[src/rtl/fetch_stage_pkg.sv]
// Shared pipeline definitions for the fetch stage: FSM encoding, the
// instruction length, redirect-cause encoding and the PC alignment helper.
package fetch_stage_pkg;

    localparam logic [63:0] ILEN = 64'd4;

    typedef enum logic [1:0] {
        ST_IDLE  = 2'd0,
        ST_REQ   = 2'd1,
        ST_DRAIN = 2'd2,
        ST_HOLD  = 2'd3
    } fetch_state_e;

    typedef enum logic [1:0] {
        RC_NONE   = 2'd0,
        RC_BRANCH = 2'd1,
        RC_TRAP   = 2'd2
    } redir_cause_e;

    // Clear the two low bits so every fetch address is word-aligned.
    function automatic logic [63:0] align_pc(input logic [63:0] addr);
        return addr & ~64'd3;
    endfunction

endpackage

[src/rtl/fetch_skid_buf.sv]
// One-entry skid buffer holding a word that arrived while the DE latch
// could not accept it.
module fetch_skid_buf (
    input  logic        clk_i,
    input  logic        rst_ni,
    input  logic        push_i,
    input  logic        clr_i,
    input  logic [31:0] data_i,
    input  logic [63:0] npc_i,
    output logic        valid_o,
    output logic [31:0] data_o,
    output logic [63:0] npc_o
);

    logic        valid_q;
    logic [31:0] data_q;
    logic [63:0] npc_q;

    // Capture on push; clear drops the entry, push wins if both are seen.
    always_ff @(posedge clk_i or negedge rst_ni) begin
        if (!rst_ni) begin
            valid_q <= 1'b0;
            data_q  <= '0;
            npc_q   <= '0;
        end else if (push_i) begin
            valid_q <= 1'b1;
            data_q  <= data_i;
            npc_q   <= npc_i;
        end else if (clr_i) begin
            valid_q <= 1'b0;
        end
    end

    assign valid_o = valid_q;
    assign data_o  = data_q;
    assign npc_o   = npc_q;

endmodule

[src/rtl/fetch_stage.sv]
// Instruction fetch stage: issues word fetches, feeds the DE latch, parks a
// word in the skid buffer on stall, and handles trap/branch redirects.
//
// state    | meaning
// ---------+------------------------------------------------------------
// IDLE     | no request outstanding; issue next fetch when allowed
// REQ      | request to PC outstanding; streams one word per cycle
// DRAIN    | redirect seen mid-request; wait for the response, discard it
// HOLD     | word parked in skid buffer until the pipeline can take it
module fetch_stage #(
    parameter logic [63:0] RESET_PC = 64'h0
) (
    input  logic        CLK,
    input  logic        RESET_N,
    output logic        IMEM_REQ,
    output logic [63:0] IMEM_ADDR,
    input  logic        IMEM_RDY,
    input  logic [31:0] IMEM_DATA,
    input  logic        BR_STALL,
    input  logic        V_MEM_STALL,
    input  logic        MEM_BR_TAKEN,
    input  logic [63:0] MEM_BR_TARGET,
    input  logic        DE_CS,
    input  logic [63:0] DE_MTVEC,
    output logic [63:0] DE_NPC,
    output logic [31:0] DE_IR,
    output logic        DE_V
);
    import fetch_stage_pkg::*;

    fetch_state_e state_q;
    logic [63:0]  pc_q;
    logic [63:0]  redir_pc_q;
    logic         req_q;
    logic         de_v_q;
    logic [31:0]  de_ir_q;
    logic [63:0]  de_npc_q;

    redir_cause_e cause;
    logic         redir;
    logic [63:0]  redir_tgt;
    logic         stall;
    logic [63:0]  pc_inc;
    logic         skid_push;
    logic         skid_clr;
    logic         skid_v;
    logic [31:0]  skid_data;
    logic [63:0]  skid_npc;

    // Redirect arbitration: trap beats resolved branch beats sequential.
    always_comb begin
        cause = RC_NONE;
        if (DE_CS) begin
            cause = RC_TRAP;
        end else if (MEM_BR_TAKEN) begin
            cause = RC_BRANCH;
        end
    end

    assign redir     = (cause != RC_NONE);
    assign redir_tgt = align_pc((cause == RC_TRAP) ? DE_MTVEC : MEM_BR_TARGET);
    assign stall     = V_MEM_STALL | BR_STALL;
    assign pc_inc    = pc_q + ILEN;
    assign skid_push = (state_q == ST_REQ) && IMEM_RDY && !redir && stall;
    assign skid_clr  = (state_q == ST_HOLD) && (redir || !stall);

    fetch_skid_buf u_skid (
        .clk_i   (CLK),
        .rst_ni  (RESET_N),
        .push_i  (skid_push),
        .clr_i   (skid_clr),
        .data_i  (IMEM_DATA),
        .npc_i   (pc_inc),
        .valid_o (skid_v),
        .data_o  (skid_data),
        .npc_o   (skid_npc)
    );

    // Fetch FSM, PC, redirect holding register and DE latch.
    always_ff @(posedge CLK or negedge RESET_N) begin
        if (!RESET_N) begin
            state_q    <= ST_IDLE;
            pc_q       <= RESET_PC;
            redir_pc_q <= '0;
            req_q      <= 1'b0;
            de_v_q     <= 1'b0;
            de_ir_q    <= '0;
            de_npc_q   <= '0;
        end else begin
            // DE latch holds under downstream stall; otherwise bubble
            // unless a word is delivered and no redirect squashes it.
            if (!V_MEM_STALL) begin
                de_v_q <= 1'b0;
                if (!redir && !BR_STALL) begin
                    if (state_q == ST_REQ && IMEM_RDY) begin
                        de_v_q   <= 1'b1;
                        de_ir_q  <= IMEM_DATA;
                        de_npc_q <= pc_inc;
                    end else if (state_q == ST_HOLD) begin
                        de_v_q   <= 1'b1;
                        de_ir_q  <= skid_data;
                        de_npc_q <= skid_npc;
                    end
                end
            end

            case (state_q)
                ST_IDLE: begin
                    if (redir) begin
                        pc_q <= redir_tgt;
                    end else if (!BR_STALL && !skid_v) begin
                        state_q <= ST_REQ;
                        req_q   <= 1'b1;
                    end
                end
                ST_REQ: begin
                    if (redir) begin
                        if (IMEM_RDY) begin
                            pc_q    <= redir_tgt;
                            state_q <= ST_IDLE;
                            req_q   <= 1'b0;
                        end else begin
                            redir_pc_q <= redir_tgt;
                            state_q    <= ST_DRAIN;
                        end
                    end else if (IMEM_RDY) begin
                        if (stall) begin
                            state_q <= ST_HOLD;
                            req_q   <= 1'b0;
                        end else begin
                            pc_q <= pc_inc;
                        end
                    end
                end
                ST_DRAIN: begin
                    // The original request stays on the bus; a newer
                    // redirect replaces the pending target.
                    if (IMEM_RDY) begin
                        pc_q    <= redir ? redir_tgt : redir_pc_q;
                        state_q <= ST_IDLE;
                        req_q   <= 1'b0;
                    end else if (redir) begin
                        redir_pc_q <= redir_tgt;
                    end
                end
                ST_HOLD: begin
                    if (redir) begin
                        pc_q    <= redir_tgt;
                        state_q <= ST_IDLE;
                    end else if (!stall) begin
                        pc_q    <= pc_inc;
                        state_q <= ST_IDLE;
                    end
                end
                default: begin
                    state_q <= ST_IDLE;
                    req_q   <= 1'b0;
                end
            endcase
        end
    end

    assign IMEM_REQ  = req_q;
    assign IMEM_ADDR = pc_q;
    assign DE_V      = de_v_q;
    assign DE_IR     = de_ir_q;
    assign DE_NPC    = de_npc_q;

endmodule

[config.mk]
export PLATFORM = sky130hd
export DESIGN_NAME = fetch_stage
export DESIGN_NICKNAME = d
export VERILOG_FILES = /design/src/rtl/fetch_stage_pkg.sv /design/src/rtl/fetch_skid_buf.sv /design/src/rtl/fetch_stage.sv
export SDC_FILE = /design/constraint.sdc
export NUM_CORES = 1
export LEC_CHECK = 0
export ABC_AREA = 1
export BUFFER_PORTS_ARGS = -buffer_cell sky130_fd_sc_hd__buf_2
export CAP_MARGIN = 20
export CORE_MARGIN = 5
export CORE_UTILIZATION = 36
export DETAILED_ROUTE_END_ITERATION = 6
export GPL_TIMING_DRIVEN = 0
export HOLD_SLACK_MARGIN = 0.02
export PLACE_DENSITY = 0.54
export RECOVER_POWER = 50
export SYNTH_ARGS = -nofsm -noshare
export SYNTH_HDL_FRONTEND = slang
export SYNTH_SLANG_ARGS = --single-unit
[constraint.sdc]
create_clock -name CLK -period 2.5 [get_ports CLK]
set_clock_uncertainty 0.15 [all_clocks]
set_input_delay 0.375 -clock CLK [delete_from_list [all_inputs] [get_ports CLK]]
set_output_delay 0.375 -clock CLK [all_outputs]
set_load 0.02 [all_outputs]
==> flow_metrics.tcl, run 1 <==
set metrics [dict create \
    status "complete, but fails checks" \
    violations "negative setup slack" \
    worst_setup_path_start_kind "flop" \
    synth.largest_area_cell "dfrtp_1" \
    tightest_slew_ps 918.7 \
    finalWirelength_um 79510 \
    netlist.area_leader.share_pct 44.78 \
    grt_usage_pct 27.58 \
    grt.overflow.total 0 \
    clock_latency_ps 570 \
    wl_met2_um 36230 \
    start_util_pct 36.28 \
    required_ps 2770 \
    first_global_vias 18600 \
    relSlewSlack_pct 38.76 \
    period_share_pct 101.9 \
    core_sq_um 50070 \
    routed-via-count 19330 \
    antenna_left 0 \
    fin_area_sq_um 22900 \
    port_buffers 323 \
    wire_per_inst_um 21.33 \
    clock-sinks 325 \
    ys_seq_area_share_pct 44.78 \
    max_freq_mhz 392.5 \
    cts_buffer_depth 3 \
    worstPathMaxFanout 6 \
    layout_common_cells "nand2_1, dfrtp_1, buf_2" \
    vdd_drop_max_mv 0.5348 \
    syn_nets 2770 \
    ys_top_cells_by_area "dfrtp_1, nand2_1, nor2_1" \
    setup_viol 4 \
    first_iter_violations 1666 \
    route.detailed.drc 0 \
    p_leak_nw 11.04 \
    crit_path_end_kind "flop" \
    mostFrequentLayoutCell "nand2_1" \
    nNetsFinal 3203 \
    fp.dieH_um 234.6 \
    maxCapViolCount 0 \
    cts_tree "built" \
    hold_path.class "in2reg" \
    arrival_ps 2820 \
    htreeDepth 2 \
    top_layer "met4" \
    wl_met3_um 5697 \
    gp_congestion 1.009 \
    antenna_found_initial 1 \
    final_layout_size_suffix_gt1_share_pct 15.55 \
    synth-edff-count 0 \
    crit_type "reg2reg" \
    fill_cells 5287 \
    die_area_sq_um 55050 \
    slew_violations 0 \
    cts.clk_slew.worst_paths_ps 60 \
    ys_ff_latch 325 \
    io_pins 329 \
    min_period_ps 2548 \
    grt_first_pass_wirelength_um 117900 \
    synth_cell_type_count 45 \
    final_util_pct 45.74 \
    vias_per_cell 5.186 \
    wl_met1_um 35070 \
    std_cell_rows 82 \
    first_pass_iters 5 \
    synth_area_per_cell_sq_um 6.997 \
    fin_ws_ps -47.89 \
    synth_warnings 0 \
    placed_area_sq_um 20690 \
    hpwl_um 62050 \
    cts-buffers-inserted 40 \
    syn-instance-count 2596 \
    async_reset_ff_share_pct 100.0 \
    power_density_nw_per_um2 1314 \
    hold_violations 0 \
    die_w_um 234.6 \
    syn-cell-area_sq_um 18160 \
    synth_ff_type "dfrtp_1" \
    area_delta_synth_final_pct 26.09 \
    root_buffer "clkbuf_16" \
    rsz0062_at_grt "yes" \
    grt_max_degree 118 \
]
==> metal layers <==
layer  vias to the layer above  GRT usage [%]
met1                      9210          38.60
met3                       128          4.690
li1                       9189              -
met5                         -              0
met4                         0          8.246
met2                       807          44.18
==> final timing paths <==
path | startpoint | slack (ps) | endpoint | depth (start not counted)
worst min-delay path | DE_MTVEC[19] | 40 | redir_pc_q[19]$_DFFE_PN0P_ | 5
max in group asynchronous | RESET_N | 650 | IMEM_ADDR[12]$_DFFE_PN0P_ | 3
worst max register to register | IMEM_ADDR[22]$_DFFE_PN0P_ | -50 | IMEM_ADDR[28]$_DFFE_PN0P_ | 10
worst min register to register | redir_pc_q[5]$_DFFE_PN0P_ | 310 | redir_pc_q[5]$_DFFE_PN0P_ | 2
min in group asynchronous | RESET_N | 360 | DE_IR[30]$_DFFE_PN0P_ | 2
worst max-delay path | IMEM_ADDR[22]$_DFFE_PN0P_ | -50 | IMEM_ADDR[28]$_DFFE_PN0P_ | 10
==> report_power, final <==
group          switching [mW]  leakage (nW)  total [mW]  internal (mW)
registers                2.38          4.03        10.2           7.80
logic                    9.86          6.37        14.1           4.24
clock network            2.34         0.643        5.80           3.46
==> kinds of logic (layout without fill, tap and decap cells) <==
group                    count (synthesis)  after routing  share of synthesized area [%]
AND/OR/NAND/NOR                       1484           1484                          32.22
flip-flops                             325            325                          44.78
adder cells (fa/ha/maj)                  7              7                         0.4822
other                                    0              1                              0
AO/OA/AOI/OAI                          466            466                          14.41
XOR/XNOR                                31             31                          1.495
buffers and inverters                  283            742                          6.620
==> final cells by class <==
cell class | count | area [sq um] | share of cell area, %
Sequential cell | 325 | 8144 | 35.56
Tap cell | 672 | 840.8 | 3.671
Buffer | 147 | 732.0 | 3.196
Antenna cell | 1 | 2.502 | 0.01093
Clock inverter | 11 | 112.6 | 0.4917
Clock buffer | 57 | 1176 | 5.135
Inverter | 136 | 519.2 | 2.267
Multi-Input combinational cell | 1988 | 9224 | 40.27
Timing Repair Buffer | 391 | 2152 | 9.396
==> Yosys cell counts, types with 7 or more instances <==
cell type,count
a21oi_1,140
inv_2,10
buf_4,10
nand2_1,1088
nand2_2,9
a31oi_1,71
o21bai_1,10
o21ai_1,28
dfrtp_1,325
nand4_1,11
xnor2_1,10
xor2_1,21
o21a_1,13
o22ai_1,17
inv_1,125
buf_2,63
and2_1,9
nor2_2,11
nand3_1,74
clkbuf_1,64
ha_1,7
o211ai_1,19
a211oi_1,9
nor2_1,261
o21ai_0,149
nor3_1,7
==> timing repair <==
action                                 CTS  global route
setup buffers                            3            14
gates resized for setup                 67            77
pin swaps                                2             6
hold buffers                            49             0
endpoints found under the hold margin  192             0
setup endpoints to repair              298           120
==> state kept, by name, summed over array words and instances (netlist names) <==
signal and cells:
IMEM_REQ 1, u_skid.valid_o 1, u_skid.data_o 32, IMEM_ADDR 64, DE_NPC 64, DE_IR 32
state_q 2, redir_pc_q 64, u_skid.npc_o 64, DE_V 1
==> worst max-delay path: stages (launching register included) <==
cell and delay (ps):
dfrtp_1 550, nand2_1 160, nor2_1 220, nand2_1 190
nor2_1 170, nand2_2 160, xor2_2 250, o21bai_1 180
nand3_1 80, nand2_1 190, o21ai_0 100
==> metrics by stage <==
stage | hold slack, ps | setup TNS, ps | cells | setup WS [ps] | power (mW)
detailed placement | 303.0 | -34010 | 3593 | -418.0 | 23.68
global placement | 303.0 | -1856980 | 3591 | -5687 | 23.49
finish | 42.70 | -107.5 | 3728 | -47.89 | 30.09
floorplan | -70.59 | 0 | 2596 | 489.8 | 17.73
CTS | 20.12 | 0 | 3713 | 0.5673 | 29.92
global route | 61.82 | -1350 | 3727 | -82.01 | 31.90
(Power assumes the default switching activity.)
==> run 2: changes to the inputs <==
Settings changed: ABC_AREA 1 to default.
==> flow_metrics.tcl, run 2 <==
set metrics [dict create \
    status "complete, but fails checks" \
    violations "negative setup slack" \
    power_density_nw_per_um2 1271 \
    fp.dieH_um 227.8 \
    antenna_left 0 \
    hold_path.class "in2reg" \
    synth_warnings 0 \
    fin_ws_ps -270.4 \
    crit_top_cell "or4_4" \
    setup_viol 39 \
    maxCapViolCount 0 \
    grt_usage_pct 28.09 \
    cp_top_family "simple AND/OR/NAND/NOR gates" \
    worst_setup_path_start_kind "flop" \
    vias_per_cell 5.612 \
    htreeDepth 2 \
    synthTopCellsByCount "nand2_1, dfrtp_1, o21ai_0" \
    layout_common_cells "nand2_1, dfrtp_1, buf_2" \
    first_global_vias 17520 \
    min_period_ps 2770 \
    r2r_start "IMEM_ADDR[10]$_DFFE_PN0P_" \
    grt_first_pass_wirelength_um 113500 \
    wl_met3_um 6124 \
    cts.clk_slew.worst_paths_ps 60 \
    ys_top_cells_by_area "dfrtp_1, nand2_1, o21ai_0" \
    worstPathCellList "nand4_1, or4_4, or4_4, buf_12, or3_4, a31oi_4, a21o_1" \
    first_pass_iters 6 \
    critPathBufInv 1 \
    syn_nets 2219 \
    tightest_slew_ps 1082 \
    min_from "DE_MTVEC[60]" \
    port_buffers 324 \
    first_iter_violations 1642 \
    finalPower_mw 30.52 \
    cts-buffers-inserted 40 \
    grt.overflow.total 0 \
    synth_ff_type "dfrtp_1" \
    route.detailed.drc 0 \
    area_delta_synth_final_pct 40.64 \
    period_share_pct 110.8 \
    holdPathStages 3 \
    routed-via-count 18120 \
    nNetsFinal 2766 \
    finalWirelength_um 76330 \
    clock-sinks 325 \
    mostFrequentLayoutCell "nand2_1" \
    cts_buffer_depth 3 \
    wl_met2_um 34770 \
    std_cell_rows 79 \
    ff2ff_setup_slack_ps -270 \
    die_area_sq_um 51900 \
    antenna_found_initial 1 \
    wire_per_inst_um 23.64 \
    crit_path_end_kind "flop" \
    rsz0062_at_grt "yes" \
    arrival_ps 3120 \
    required_ps 2850 \
    core_sq_um 46750 \
    gp_congestion 0.9546 \
    hpwl_um 56990 \
    top_layer "met4" \
    n_antenna_cell 0 \
    async_reset_ff_share_pct 100.0 \
    grt_max_degree 102 \
    min_to "redir_pc_q[60]$_DFFE_PN0P_" \
    relSlewSlack_pct 27.89 \
    ff2ff_path_depth 7 \
    final_layout_size_suffix_gt1_share_pct 30.14 \
    cp_slowest_stage_delay_ps 640 \
    ys_ff_latch 325 \
    hold_violations 0 \
    rr_endpoint "DE_NPC[53]$_DFFE_PN0P_" \
    crit_type "reg2reg" \
    p_leak_nw 10.96 \
    synth_area_per_cell_sq_um 8.353 \
    syn-instance-count 2045 \
    slew_violations 0 \
    ys_seq_area_share_pct 47.61 \
    syn-cell-area_sq_um 17080 \
    slowest_stage "or4_4" \
    synth.most_common_cell "nand2_1" \
    synth_cell_type_count 65 \
    worstPathMaxFanout 7 \
    netlist.area_leader.share_pct 47.61 \
    cts_tree "built" \
    max_freq_mhz 361.0 \
    die_w_um 227.8 \
    dp_slack_ps -1336 \
    clock_latency_ps 570 \
    synth.largest_area_cell "dfrtp_1" \
    vdd_drop_max_mv 0.5207 \
    io_pins 329 \
    synth-edff-count 0 \
    start_util_pct 36.53 \
    root_buffer "clkbuf_16" \
    wl_met1_um 32200 \
]
==> run 2: changes by cell type after synthesis, moves of 76 or more <==
cell | before | now
nand2_1 | 1088 | 497
clkbuf_1 | 64 | 140
inv_1 | 125 | 18
o21ai_0 | 149 | 235
nor2_1 | 261 | 153
==> run 2: worst max path at each step <==
stage                                          from                        end  slack [ps]  cells after the start
after floorplan           IMEM_ADDR[25]$_DFFE_PN0P_     DE_NPC[53]$_DFFE_PN0P_        -220                      9
after global placement                      RESET_N  IMEM_ADDR[25]$_DFFE_PN0P_       -6300                      1
after detailed placement                      DE_CS  IMEM_ADDR[20]$_DFFE_PN0P_       -1340                      8
after CTS                 IMEM_ADDR[25]$_DFFE_PN0P_     DE_NPC[53]$_DFFE_PN0P_        -280                      9
after global routing      IMEM_ADDR[10]$_DFFE_PN0P_  IMEM_ADDR[53]$_DFFE_PN0P_        -350                      8
final                     IMEM_ADDR[10]$_DFFE_PN0P_     DE_NPC[53]$_DFFE_PN0P_        -270                      7
==> run 2: routing by layer <==
layer / GRT usage [%] / vias up
met5: 0 / -
met4: 11.25 / 0
met3: 5.727 / 153
met2: 44.46 / 868
met1: 38.03 / 8804
li1: - / 8290
==> run 2: metrics by stage <==
step                cell area (sq um)  setup TNS (ps)  hold WS, ps  utilization, %  std cells
finish                          24020           -3574        39.00           51.38       3228
global route                    24020           -7762        37.14           51.38       3228
CTS                             23140           -2609        22.29           49.49       3175
detailed placement              19690         -233800        250.8           42.10       2980
global placement                19580        -2079740        302.4           41.88       2976
floorplan                       17200           -1115       -70.59               -       2045
==> run 2: cells by family (layout without fill, tap and decap cells) <==
family / count (synthesis) / after routing / synth area share [%]
DFF: 325 / 325 / 47.61
adders and majority gates: 7 / 7 / 0.5127
muxes: 74 / 74 / 4.468
AOI/OAI and AO/OA: 563 / 563 / 19.57
buffers and inverters: 178 / 754 / 4.029
xor gates and xnor gates: 47 / 47 / 2.410
and+or+nand+nor: 851 / 851 / 21.40
==> run 2: report_power, final <==
group	internal (mW)	total, mW	switching (mW)
Clock	3.37	5.72	2.35
Sequential	7.79	9.90	2.11
Combinational	5.22	14.9	9.69
Total	16.4	30.5	14.1
==> run 2: repair_timing <==
item                                    4_1_cts  5_1_grt
endpoints found under the hold margin       148        0
setup buffers                                88       57
gates resized for setup                     281      236
pin swaps                                    52       90
endpoints found under the setup margin      315      256
hold buffers                                 51        0
==> run 2: worst min-delay path, stage by stage <==
cell	delay (ps)
buf_2	80
mux2i_1	100
o21ai_0	150
==> run 2: area by class of cell <==
| class | instances | area (sq um) |
|---|---|---|
| Fill cell | 4473 | 22730 |
| Multi-Input combinational cell | 1542 | 9598 |
| Sequential cell | 325 | 8190 |
| Timing Repair Buffer | 523 | 3269 |
| Clock buffer | 59 | 1142 |
| Buffer | 142 | 867.1 |
| Tap cell | 607 | 759.5 |
| Clock inverter | 12 | 128.9 |
| Inverter | 18 | 67.56 |
==> run 3: changes to the inputs <==
Settings changed: CTS_CLUSTER_DIAMETER from default to 120, GPL_TIMING_DRIVEN 0 to default, SYNTH_HIERARCHICAL from default to 1.
==> flow_metrics.tcl, run 3 <==
set metrics [dict create \
    grt.overflow.total 0 \
    required_ps 2810 \
    period_share_pct 100.9 \
    first_iter_violations 1458 \
    synth.most_common_cell "dfrtp_1" \
    setup_viol 1 \
    first_global_vias 16690 \
    grt_first_pass_wirelength_um 101400 \
    mostFrequentLayoutCell "dfrtp_1" \
    hold_violations 0 \
    clock-sinks 325 \
    port_buffers 324 \
    syn-instance-count 1907 \
    fp.dieH_um 231.8 \
    die_w_um 231.8 \
    layout_common_cells "dfrtp_1, nand2_1, buf_4" \
    ys_top_cells_by_area "dfrtp_1, nand2_1, o21ai_0" \
    p_int_mw 17.64 \
    fill_cells 4544 \
    clock_latency_ps 580 \
    synth_area_per_cell_sq_um 9.285 \
    cts_tree "built" \
    crit_type "reg2reg" \
    finalPower_mw 30.57 \
    slew_violations 0 \
    relSlewSlack_pct 26.19 \
    gp_congestion 0.9208 \
    clkPwrFrac_pct 19.4 \
    violations "negative setup slack" \
    ff2ff_setup_slack_ps -20 \
    io_pins 329 \
    switchingPower_mw 12.93 \
    seq_power_share_pct 30.7 \
    cts_buffer_depth 3 \
    max_freq_mhz 396.4 \
    min_period_ps 2523 \
    synth_warnings 6 \
    vdd_drop_max_mv 0.6006 \
    area_delta_synth_final_pct 39.36 \
    maxCapViolCount 0 \
    wire_per_inst_um 21.31 \
    p_comb_share_pct 49.9 \
    synth_ff_type "dfrtp_1" \
    netlist.area_leader.share_pct 45.93 \
    core_sq_um 48750 \
    synth_cell_type_count 71 \
    nNetsFinal 2660 \
    synth-edff-count 0 \
    route.detailed.drc 0 \
    hold_path.class "in2reg" \
    hold-worst-slack_ps 34.17 \
    p_leak_nw 11.16 \
    ys_ff_latch 325 \
    root_buffer "clkbuf_16" \
    syn-cell-area_sq_um 17710 \
    final_layout_size_suffix_gt1_share_pct 33.55 \
    regArea_sq_um 8157 \
    rsz0062_at_grt "yes" \
    grt_usage_pct 24.10 \
    first_pass_iters 5 \
    dp.cells 3025 \
    multi_input_area_sq_um 9285 \
    arrival_ps 2840 \
    ys_seq_area_share_pct 45.93 \
    finalWirelength_um 67770 \
    htreeDepth 2 \
    vias_per_cell 5.433 \
    die_area_sq_um 53720 \
    tightest_slew_ps 1107 \
    hpwl_um 49660 \
    worst_setup_path_start_kind "flop" \
    cts.clk_slew.worst_paths_ps 60 \
    start_util_pct 36.32 \
    placed_area_sq_um 22190 \
    grt_max_degree 73 \
    crit_path_end_kind "flop" \
    routed-via-count 17280 \
    fin_area_sq_um 24670 \
    syn_nets 2081 \
    std_cell_rows 81 \
    antenna_left 0 \
    async_reset_ff_share_pct 100.0 \
    worstPathMaxFanout 3 \
    fin_ws_ps -22.56 \
    switching_share_pct 42.30 \
    power_density_nw_per_um2 1239 \
    synth.largest_area_cell "dfrtp_1" \
    synthTopCellsByCount "dfrtp_1, nand2_1, o21ai_0" \
    cts-buffers-inserted 39 \
    status "complete, but fails checks" \
    stdcell_count 3181 \
    antenna_found_initial 1 \
]
## run 3: timing repair
item / 4_1_cts / 5_1_grt
setup endpoints to repair: 28 / 78
gates cloned: 0 / 3
hold buffers: 69 / 0
gates resized for setup: 20 / 60
hold endpoints to repair: 379 / 0
buffers inserted: 4 / 8
pin swaps: 6 / 9
## run 3: stage by stage
step	setup slack [ps]	TNS, ps	utilization, %
6_report	-22.56	-22.56	50.62
3_3_place_gp	-77.87	-475.6	45.53
4_1_cts	-3.493	-3.493	49.98
2_1_floorplan	-194.6	-245.5	-
3_5_place_dp	-105.0	-918.4	45.53
5_1_grt	-70.83	-368.9	50.62
## run 3: cell families (layout without fill, tap and decap cells)
kind of cell / Yosys count / in the layout / share of synthesized area (%)
other: 0 / 1 / 0
AND/OR/NAND/NOR: 660 / 660 / 17.36
XOR/XNOR: 56 / 56 / 2.770
multiplexers: 179 / 179 / 11.58
AO/OA/AOI/OAI: 498 / 499 / 17.57
buffers and inverters: 182 / 790 / 4.296
flip-flops: 325 / 325 / 45.93
adder cells (fa/ha/maj): 7 / 7 / 0.4946
## run 3: final timing paths
kind | startpoint | endpoint | cells past startpoint
max | IMEM_ADDR[2]$_DFFE_PN0P_ | u_skid/npc_o[58]$_DFFE_PN0P_ | 7
min | DE_MTVEC[47] | IMEM_ADDR[47]$_DFFE_PN0P_ | 5
max reg2reg | IMEM_ADDR[2]$_DFFE_PN0P_ | u_skid/npc_o[58]$_DFFE_PN0P_ | 7
min reg2reg | u_skid/valid_o$_DFFE_PN0P_ | u_skid/valid_o$_DFFE_PN0P_ | 1
max in group asynchronous | RESET_N | DE_NPC[21]$_DFFE_PN0P_ | 3
min in group asynchronous | RESET_N | u_skid/npc_o[51]$_DFFE_PN0P_ | 2
## run 3: routing by layer
| layer | global-route usage [%] | vias to the layer above | part of all wire, % |
|---|---|---|---|
| met3 | 4.977 | 114 | 7.0 |
| met1 | 34.89 | 8441 | 45 |
| met4 | 6.702 | 0 | 2.8 |
| met5 | 0 | - | 0 |
| li1 | - | 8068 | - |
| met2 | 36.82 | 660 | 45 |
## run 3: power groups by stage
stage	Combinational, mW	Sequential, mW	Clock [mW]
2_1_floorplan	6.64	10.6	0
3_3_place_gp	14.4	9.28	0
3_5_place_dp	14.6	9.42	0
4_1_cts	14.8	9.34	6.07
5_1_grt	16.4	9.70	6.27
6_report	15.3	9.38	5.92
## run 3: area by class of cell
type | instances | share of cell area (%)
clock buffers | 64 | 4.944
clock inverters | 7 | 0.4969
multi-input cells | 1401 | 37.63
well taps | 664 | 3.367
flip-flops and latches | 325 | 33.06
diodes | 1 | 0.01014
repair buffers | 696 | 20.15
inverters | 23 | 0.3499
## run 3: worst max-delay path: stages, from the launching register on
cell and delay, ps:
dfrtp_2 410, ha_4 150, nand4_1 110, or4_4 480, or3_4 350, o31a_1 270, or2_1 240, mux2_4 260
